`src/rtl/cpu_sequencer_pkg.sv`:
```
// Shared types for the 8-bit CPU sequencer: FSM state encoding, opcode
// constants and the control-transfer decision.
package cpu_sequencer_pkg;

   typedef enum logic [2:0] {
      S_FETCH,
      S_DECODE,
      S_EXEC,
      S_MEM,
      S_WB,
      S_HALT
   } state_t;

   localparam logic [3:0] OP_J   = 4'b1000;
   localparam logic [3:0] OP_JAL = 4'b1001;
   localparam logic [3:0] OP_LW  = 4'b1010;
   localparam logic [3:0] OP_SW  = 4'b1011;
   localparam logic [3:0] OP_BEQ = 4'b1100;
   localparam logic [3:0] OP_BNE = 4'b1101;

   // Unconditional jumps always transfer; branches depend on the ALU zero flag.
   function automatic logic branch_taken(input logic [3:0] op, input logic zero);
      return (op == OP_BEQ && zero) || (op == OP_BNE && !zero) ||
             (op == OP_J) || (op == OP_JAL);
   endfunction

endpackage

```
`src/rtl/cpu_sequencer_if.sv`:
```
// Instruction- and data-memory handshake bundle. The sequencer is the
// master (drives requests and address); the memories are the slave.
interface cpu_sequencer_if #(
   parameter int PC_W = 8
);
   logic            imem_req;
   logic [PC_W-1:0] imem_addr;
   logic            imem_ack;
   logic [7:0]      imem_rdata;
   logic            dmem_req;
   logic            dmem_we;
   logic            dmem_ack;

   modport master (
      output imem_req, imem_addr, dmem_req, dmem_we,
      input  imem_ack, imem_rdata, dmem_ack
   );

   modport slave (
      input  imem_req, imem_addr, dmem_req, dmem_we,
      output imem_ack, imem_rdata, dmem_ack
   );
endinterface

```
`src/rtl/cpu_sequencer_perf.sv`:
```
// Saturating cycle / retired-instruction counters. Compiled only when
// CPU_SEQ_PERF_EN is defined.
`ifdef CPU_SEQ_PERF_EN
module cpu_perf_counters (
   input  logic        clk,
   input  logic        reset,
   input  logic        cyc_inc,
   input  logic        instr_inc,
   output logic [15:0] cyc_cnt,
   output logic [15:0] instr_cnt
);
   // Both counters stick at all-ones instead of wrapping.
   always_ff @(posedge clk) begin
      if (reset) begin
         cyc_cnt   <= '0;
         instr_cnt <= '0;
      end else begin
         if (cyc_inc && cyc_cnt != 16'hFFFF)
            cyc_cnt <= cyc_cnt + 16'd1;
         if (instr_inc && instr_cnt != 16'hFFFF)
            instr_cnt <= instr_cnt + 16'd1;
      end
   end
endmodule
`endif

```
`src/rtl/cpu_sequencer.sv`:
```
// Multi-cycle sequencer for the 8-bit CPU: owns PC and instruction register
// and steps each instruction through FETCH/DECODE/EXEC/MEM/WB.
// Optional macro CPU_SEQ_PERF_EN adds cyc_cnt / instr_cnt outputs.
module cpu_sequencer
   import cpu_sequencer_pkg::*;
#(
   parameter int              PC_W     = 8,
   parameter logic [PC_W-1:0] RESET_PC = '0
) (
   input  logic            clk,
   input  logic            reset,
   cpu_sequencer_if.master bus,
   output logic [7:0]      instr_q,
   input  logic [7:0]      dec_jump,
   input  logic            dec_mem_w_en,
   input  logic            dec_reg_w_en,
   input  logic            dec_sel_w_src,
   input  logic            alu_zero,
   input  logic [PC_W-1:0] jump_target,
   output logic            reg_w_strobe,
   output logic [PC_W-1:0] pc,
   input  logic            halt_req,
   output logic            halted
`ifdef CPU_SEQ_PERF_EN
   ,
   output logic [15:0]     cyc_cnt,
   output logic [15:0]     instr_cnt
`endif
);

   state_t state;
   logic   take;
   logic   go_mem;
   logic   go_wb;
   logic   fetch_done;
   logic   mem_done;
   logic   instr_done;

   assign bus.imem_addr = pc;

   // Control-transfer decision, handshake completions and instruction boundary.
   always_comb begin
      // NOTE: every signal gets a default first so no path can infer a latch.
      instr_done = 1'b0;
      take       = (|dec_jump) && branch_taken(instr_q[7:4], alu_zero);
      go_mem     = dec_mem_w_en | dec_sel_w_src;
      go_wb      = dec_reg_w_en;
      fetch_done = bus.imem_req & bus.imem_ack;
      mem_done   = bus.dmem_req & bus.dmem_ack;
      case (state)
         S_EXEC:  instr_done = !go_mem && !go_wb;
         S_MEM:   instr_done = mem_done && !dec_sel_w_src;
         S_WB:    instr_done = 1'b1;
         default: instr_done = 1'b0;
      endcase
   end

   // Sequencer FSM with registered requests and strobes.
   always_ff @(posedge clk) begin
      if (reset) begin
         state        <= S_FETCH;
         pc           <= RESET_PC;
         instr_q      <= '0;
         bus.imem_req <= 1'b0;
         bus.dmem_req <= 1'b0;
         bus.dmem_we  <= 1'b0;
         reg_w_strobe <= 1'b0;
         halted       <= 1'b0;
      end else begin
         // NOTE: non-blocking assignments; later ones in this block win, so the
         // per-state case below only overrides when the instruction continues.
         reg_w_strobe <= 1'b0;
         if (instr_done) begin
            if (halt_req) begin
               state  <= S_HALT;
               halted <= 1'b1;
            end else begin
               state        <= S_FETCH;
               bus.imem_req <= 1'b1;
            end
         end
         case (state)
            S_FETCH: begin
               if (fetch_done) begin
                  instr_q      <= bus.imem_rdata;
                  bus.imem_req <= 1'b0;
                  state        <= S_DECODE;
               end else begin
                  // Raises the request in the first cycle after reset.
                  bus.imem_req <= 1'b1;
               end
            end
            S_DECODE: state <= S_EXEC;
            S_EXEC: begin
               pc <= take ? jump_target : pc + 1'b1;
               if (go_mem) begin
                  state        <= S_MEM;
                  bus.dmem_req <= 1'b1;
                  bus.dmem_we  <= dec_mem_w_en;
               end else if (go_wb) begin
                  state        <= S_WB;
                  reg_w_strobe <= 1'b1;
               end
            end
            S_MEM: begin
               if (mem_done) begin
                  bus.dmem_req <= 1'b0;
                  if (dec_sel_w_src) begin
                     state        <= S_WB;
                     reg_w_strobe <= 1'b1;
                  end
               end
            end
            S_WB: ;
            S_HALT: begin
               if (!halt_req) begin
                  state        <= S_FETCH;
                  halted       <= 1'b0;
                  bus.imem_req <= 1'b1;
               end
            end
            default: state <= S_FETCH;
         endcase
      end
   end

`ifdef CPU_SEQ_PERF_EN
   cpu_perf_counters u_perf (
      .clk       (clk),
      .reset     (reset),
      .cyc_inc   (state != S_HALT),
      .instr_inc (instr_done),
      .cyc_cnt   (cyc_cnt),
      .instr_cnt (instr_cnt)
   );
`endif

endmodule

```
`src/flat_wrapper.sv`:
```
// flat-port wrapper written by rule: the top's interface ports become plain ports
module cpu_sequencer_flat import cpu_sequencer_pkg::*;
#(
   parameter int              PC_W     = 8,
   parameter logic [PC_W-1:0] RESET_PC = '0
)
  (clk, reset, instr_q, dec_jump, dec_mem_w_en, dec_reg_w_en, dec_sel_w_src, alu_zero, jump_target, reg_w_strobe, pc, halt_req, halted, bus_imem_req, bus_imem_addr, bus_dmem_req, bus_dmem_we, bus_imem_ack, bus_imem_rdata, bus_dmem_ack);
  cpu_sequencer_if #(.PC_W(PC_W)) bus_i ();
  input  logic clk;
  input  logic reset;
  output logic [7:0] instr_q;
  input  logic [7:0] dec_jump;
  input  logic dec_mem_w_en;
  input  logic dec_reg_w_en;
  input  logic dec_sel_w_src;
  input  logic alu_zero;
  input  logic [PC_W-1:0] jump_target;
  output logic reg_w_strobe;
  output logic [PC_W-1:0] pc;
  input  logic halt_req;
  output logic halted;
  output wire logic [$bits(bus_i.imem_req)-1:0] bus_imem_req;
  output wire logic [$bits(bus_i.imem_addr)-1:0] bus_imem_addr;
  output wire logic [$bits(bus_i.dmem_req)-1:0] bus_dmem_req;
  output wire logic [$bits(bus_i.dmem_we)-1:0] bus_dmem_we;
  input wire logic [$bits(bus_i.imem_ack)-1:0] bus_imem_ack;
  input wire logic [$bits(bus_i.imem_rdata)-1:0] bus_imem_rdata;
  input wire logic [$bits(bus_i.dmem_ack)-1:0] bus_dmem_ack;
  assign bus_imem_req = bus_i.imem_req;
  assign bus_imem_addr = bus_i.imem_addr;
  assign bus_dmem_req = bus_i.dmem_req;
  assign bus_dmem_we = bus_i.dmem_we;
  assign bus_i.imem_ack = bus_imem_ack;
  assign bus_i.imem_rdata = bus_imem_rdata;
  assign bus_i.dmem_ack = bus_dmem_ack;
  cpu_sequencer #(.PC_W(PC_W), .RESET_PC(RESET_PC)) u_core (.clk(clk), .reset(reset), .bus(bus_i), .instr_q(instr_q), .dec_jump(dec_jump), .dec_mem_w_en(dec_mem_w_en), .dec_reg_w_en(dec_reg_w_en), .dec_sel_w_src(dec_sel_w_src), .alu_zero(alu_zero), .jump_target(jump_target), .reg_w_strobe(reg_w_strobe), .pc(pc), .halt_req(halt_req), .halted(halted));
endmodule
```
`config.mk`:
```
export PLATFORM = sky130hd
export DESIGN_NAME = cpu_sequencer_flat
export DESIGN_NICKNAME = d
export VERILOG_FILES = /design/src/rtl/cpu_sequencer_pkg.sv /design/src/rtl/cpu_sequencer_if.sv /design/src/rtl/cpu_sequencer_perf.sv /design/src/rtl/cpu_sequencer.sv /design/src/flat_wrapper.sv
export SDC_FILE = /design/constraint.sdc
export NUM_CORES = 1
export LEC_CHECK = 0
export ABC_AREA = 0
export CAP_MARGIN = 20
export CORE_UTILIZATION = 40
export CTS_BUF_LIST = sky130_fd_sc_hd__clkbuf_4
export CTS_CLUSTER_SIZE = 10
export DETAILED_ROUTE_END_ITERATION = 12
export GPL_ROUTABILITY_DRIVEN = 0
export GPL_TIMING_DRIVEN = 0
export HOLD_SLACK_MARGIN = 0.15
export PLACE_DENSITY = 0.75
export SYNTH_ARGS = -nofsm -noshare
export SYNTH_HDL_FRONTEND = slang
export SYNTH_SLANG_ARGS = --single-unit
```
`constraint.sdc`:
```
create_clock -name clk -period 2.1 [get_ports clk]
set_clock_uncertainty 0.05 [all_clocks]
set_input_delay 0.21 -clock clk [delete_from_list [all_inputs] [get_ports clk]]
set_output_delay 0.21 -clock clk [all_outputs]
set_load 0.01 [all_outputs]
```
# Word level (Yosys, flattened, before mapping)
# Index checks and enable logic that the tools add are counted.
# totals
regBits	24
inputBits	33
elab_cells	69
# classes
addsub	1
n_eq_ne	11
muxes	28
n_bitwise	3
reduce_logical	18
# ops
operator	n
$mux W3	8
$pmux W3 S6	1
$eq A4 B4 Y1 const B	4
$mux W1	14
$add A8 B1 Y8 const B	1
$mux W8	1
$reduce_or A8 Y1	1
$eq A3 B2 Y1 const B	2
$eq A3 B3 Y1 const B	2
$pmux W1 S2	3
$logic_and A1 B1 Y1	5
$logic_not A1 Y1	4
$ne A2 B1 Y1 const B	2
$reduce_and A2 Y1	2
$eq A3 B1 Y1 const B	1
$logic_not A3 Y1	1
$logic_or A1 B1 Y1	3
$pmux W1 S3	1
$reduce_and A3 Y1	1
$and A1 B1 Y1	2
$reduce_bool A2 Y1	1
$or A1 B1 Y1	1

# Depth between registers and ports, before layout
# logic_depth
depth_word	8
depth_mapped	7
depth_no_buf	5

# Worst setup path before layout
# No wires, ideal clock.
# synth_timing
path_type	flip-flop to flip-flop
from	register u_core.pc[0] (netlist: u_core.bus.imem_addr[0])
to	register u_core.pc[6] (netlist: u_core.bus.imem_addr[6])
arrival_time_ps	1468
required_time_ps	1976
setup_slack_ps	507
path_stages_with_launch	6
path_buffers	0
period_less_slack_ps	1593
cell_sequence	dfxtp_1 -> ha_1 -> nand3_1 -> or4_1 -> a21o_1 -> a31oi_1
# synth_via
elab_chain_len	2
# synth_rtl
element	line_no	rtl
start, declared	cpu_sequencer.sv:21	output logic [PC_W-1:0] pc,
start signal, assigned	cpu_sequencer.sv:95	pc <= take ? jump_target : pc + 1'b1;
$add A8 B1 Y8	cpu_sequencer.sv:95	
$mux W8	cpu_sequencer.sv:95	
# No other way between the ends.
# A chain may end at the register's enable or synchronous reset.

# Final worst setup path
# layout_timing
from	register u_core.state[0]
to	register u_core.pc[7] (netlist: u_core.bus.imem_addr[7])
# layout_via
elab_chain_len	1
# layout_rtl
element	line_no	rtl
start, declared	cpu_sequencer.sv:31	state_t state;
start signal, assigned	cpu_sequencer.sv:61	state <= S_FETCH;
start signal, assigned	cpu_sequencer.sv:75	state <= S_HALT;
start signal, assigned	cpu_sequencer.sv:78	state <= S_FETCH;
$eq A3 B2 Y1	cpu_sequencer.sv:82	case (state)
# No other way between the ends.

==> flow_summary.json <==
{
  "dp.final_hpwl_mm": 2.718,
  "io_pins": 62,
  "route.detailed.drc": 0,
  "clkTransAtPathRegs_ns": 0.14,
  "synth-edff-count": 0,
  "viasPerCell": 5.307,
  "clock_path_buffers": 2,
  "synth-seq-cells": 24,
  "p_per_area_nw_per_um2": 615.0,
  "yosys.area.top_type": "dfxtp_1",
  "cts_root_buffer": "clkbuf_4",
  "synth.top_cells.by_count": "24 x dfxtp_1, 22 x nand2_1, 22 x nor2_1, 12 x nand3_1, 10 x a31oi_1",
  "row_count": 20,
  "final_cells": 283,
  "setup_viol": 0,
  "final_nets": 274,
  "cts_buffers": 3,
  "netlist_instances": 174,
  "die_width_um": 60.15,
  "h-tree-depth": 1,
  "io_buffers": 61,
  "ir_drop_uv": 372.7,
  "synth_ff_type": "dfxtp_1",
  "multi_input_area_um2": 754.5,
  "final_core_util": 0.6536,
  "grt_usage": 0.2118,
  "design.die.area_um2": 3618,
  "routed_wl_mm": 3.683,
  "cp_slowest_cell": "clkbuf_1",
  "fin_hold_ws_ns": 0.4148,
  "slowest_delay_ns": 0.37,
  "slew_headroom": 0.6635,
  "status": "complete, no violations",
  "async_flop_share": 0,
  "ys_seq_area_frac": 0.3552,
  "grt_antenna_before_repair": 0,
  "cts_setup_buffers": 0,
  "cts_hold_buf": 0,
  "min_path_type": "in2reg",
  "post-route-min-period_ns": 1.764,
  "synth.avg_cell_area_um2": 7.773,
  "tightest_slew_ns": 0.5047,
  "tns_ns": 0,
  "synth.cell_area_um2": 1353,
  "period_share": 0.8400,
  "diodes": 0,
  "dp_cells": 279,
  "critPathBufInv": 2,
  "cpMostUsedCell": "clkbuf_1",
  "dr.pass1.iters": 4,
  "synth.distinct_cells": 36,
  "clk_latency_ns": 0.31,
  "synth_top_area_frac": 0.3552,
  "grt_pass1_wl_mm": 5.865,
  "coreArea_um2": 3128,
  "syn2layout_area_growth_pct": 51.16,
  "synth_area_leaders": "dfxtp_1 36%, nand2_1 6.1%, nor2_1 6.1%",
  "syn-num-nets": 208,
  "total_leakage_power_nw": 0.7105,
  "fmax_mhz": 566.9,
  "worstPathRequired_ns": 2.24,
  "initialDrtViolationCount": 68,
  "vias": 1502,
  "end_kind": "register",
  "critPathTopFamily": "buffers and inverters",
  "criticalPathCategory": "reg2reg",
  "cts_resized": 0,
  "cp_data_arrival_time_ns": 1.91,
  "cts.sinks": 24,
  "cts_tree": "done",
  "drv_slew": 0,
  "grt_max_degree": 14,
  "n_fill_cell": 280,
  "die-height_um": 60.15,
  "drv_cap": 0,
  "hold_viol_final": 0,
  "ys_warn_count": 0,
  "start_util": 0.4324,
  "crit_chain": "clkbuf_1 > nand2b_4 > clkbuf_1 > nor4_1 > o21ai_0 > a31oi_1",
  "seq_area_um2": 480.5,
  "overflow": 0,
  "ant_nets": 0,
  "layout-drive-gt1-share": 0.08787,
  "rsz0062_at_grt": "false",
  "wl_per_cell_um": 13.01,
  "crit_fanout": 10,
  "start_kind": "register",
  "power_mw": 1.257,
  "grt_pass1_vias": 1339,
  "synth.most_common_cell": "dfxtp_1"
}
metrics by stage:
| step | setup slack [ns] | area [um^2] |
|---|---|---|
| 2_1_floorplan | 0.5073 | 1353 |
| 3_3_place_gp | 0.1714 | 2018 |
| 3_5_place_dp | 0.1558 | 2018 |
| 4_1_cts | 0.3789 | 2044 |
| 5_1_grt | 0.1581 | 2044 |
| 6_report | 0.3360 | 2044 |
area by class of cell:
type	instances	area share
flip-flops and latches	24	0.2350
repair buffers	61	0.2987
clock inverters	1	0.001836
clock buffers	3	0.01102
well taps	44	0.02693
multi-input cells	130	0.3690
plain buffers	18	0.05386
inverters	2	0.003672
registers in the layout, indices dropped and copies added, names as in the netlist, named ones only:
name	count
u_core.reg_w_strobe	1
u_core.halted	1
u_core.bus.dmem_we	1
u_core.bus.dmem_req	1
u_core.state	3
u_core.instr_q	8
u_core.bus.imem_addr	8
layer usage:
metal / track usage / share of wire
met4: 0.08306 / 0.010
met2: 0.3344 / 0.48
met5: 0 / 0
met1: 0.2852 / 0.45
met3: 0.03463 / 0.064
worst min-delay path, stage by stage:
cell and delay, ns:
clkdlybuf4s50_1 0.40, nand3_1 0.06, a31oi_1 0.07
cells in the final DEF (no fill, tap or decap), types with 2 or more instances in the layout:
master	instances
clkbuf_1	5
nand2b_1	3
nor2b_1	2
inv_1	2
and2_1	3
nor4_1	3
dfxtp_1	24
o21ai_0	8
buf_4	8
a311oi_1	3
a21oi_1	7
nor3_1	6
nor4_2	2
o21bai_1	2
nor3b_1	3
nand3_1	12
buf_2	4
a31oi_1	10
mux2i_1	8
clkdlybuf4s50_1	61
nor2_1	22
nand2_1	22
clkbuf_4	3
final timing paths:
| kind | from | end | slack [ns] | cells past startpoint |
|---|---|---|---|---|
| hold reg to reg | u_core.bus.dmem_we | u_core.bus.dmem_we | 0.47 | 2 |
| setup reg to reg | u_core.state[0] | u_core.bus.imem_addr[7] | 0.34 | 6 |
| setup / recovery | u_core.state[0] | u_core.bus.imem_addr[7] | 0.34 | 6 |
| hold / removal | jump_target[6] | u_core.bus.imem_addr[6] | 0.41 | 3 |
logic make-up (layout without fill, tap and decap cells):
family | count (synthesis) | count (layout) | share of synthesized area
muxes | 9 | 9 | 0.06753
buffers and inverters | 20 | 85 | 0.08696
adders and majority gates | 1 | 1 | 0.009249
and+or+nand+nor | 84 | 84 | 0.3136
AOI/OAI and AO/OA | 35 | 35 | 0.1610
DFF | 24 | 24 | 0.3552
xor gates and xnor gates | 1 | 1 | 0.006477
power breakdown:
group          internal, mW  total, mW  switching (mW)
logic                 0.275      0.484           0.210
registers             0.506      0.561          0.0552
clock network        0.0694      0.212           0.142
total                 0.850       1.26           0.407
Note: power is estimated with default switching activity, not from simulation.
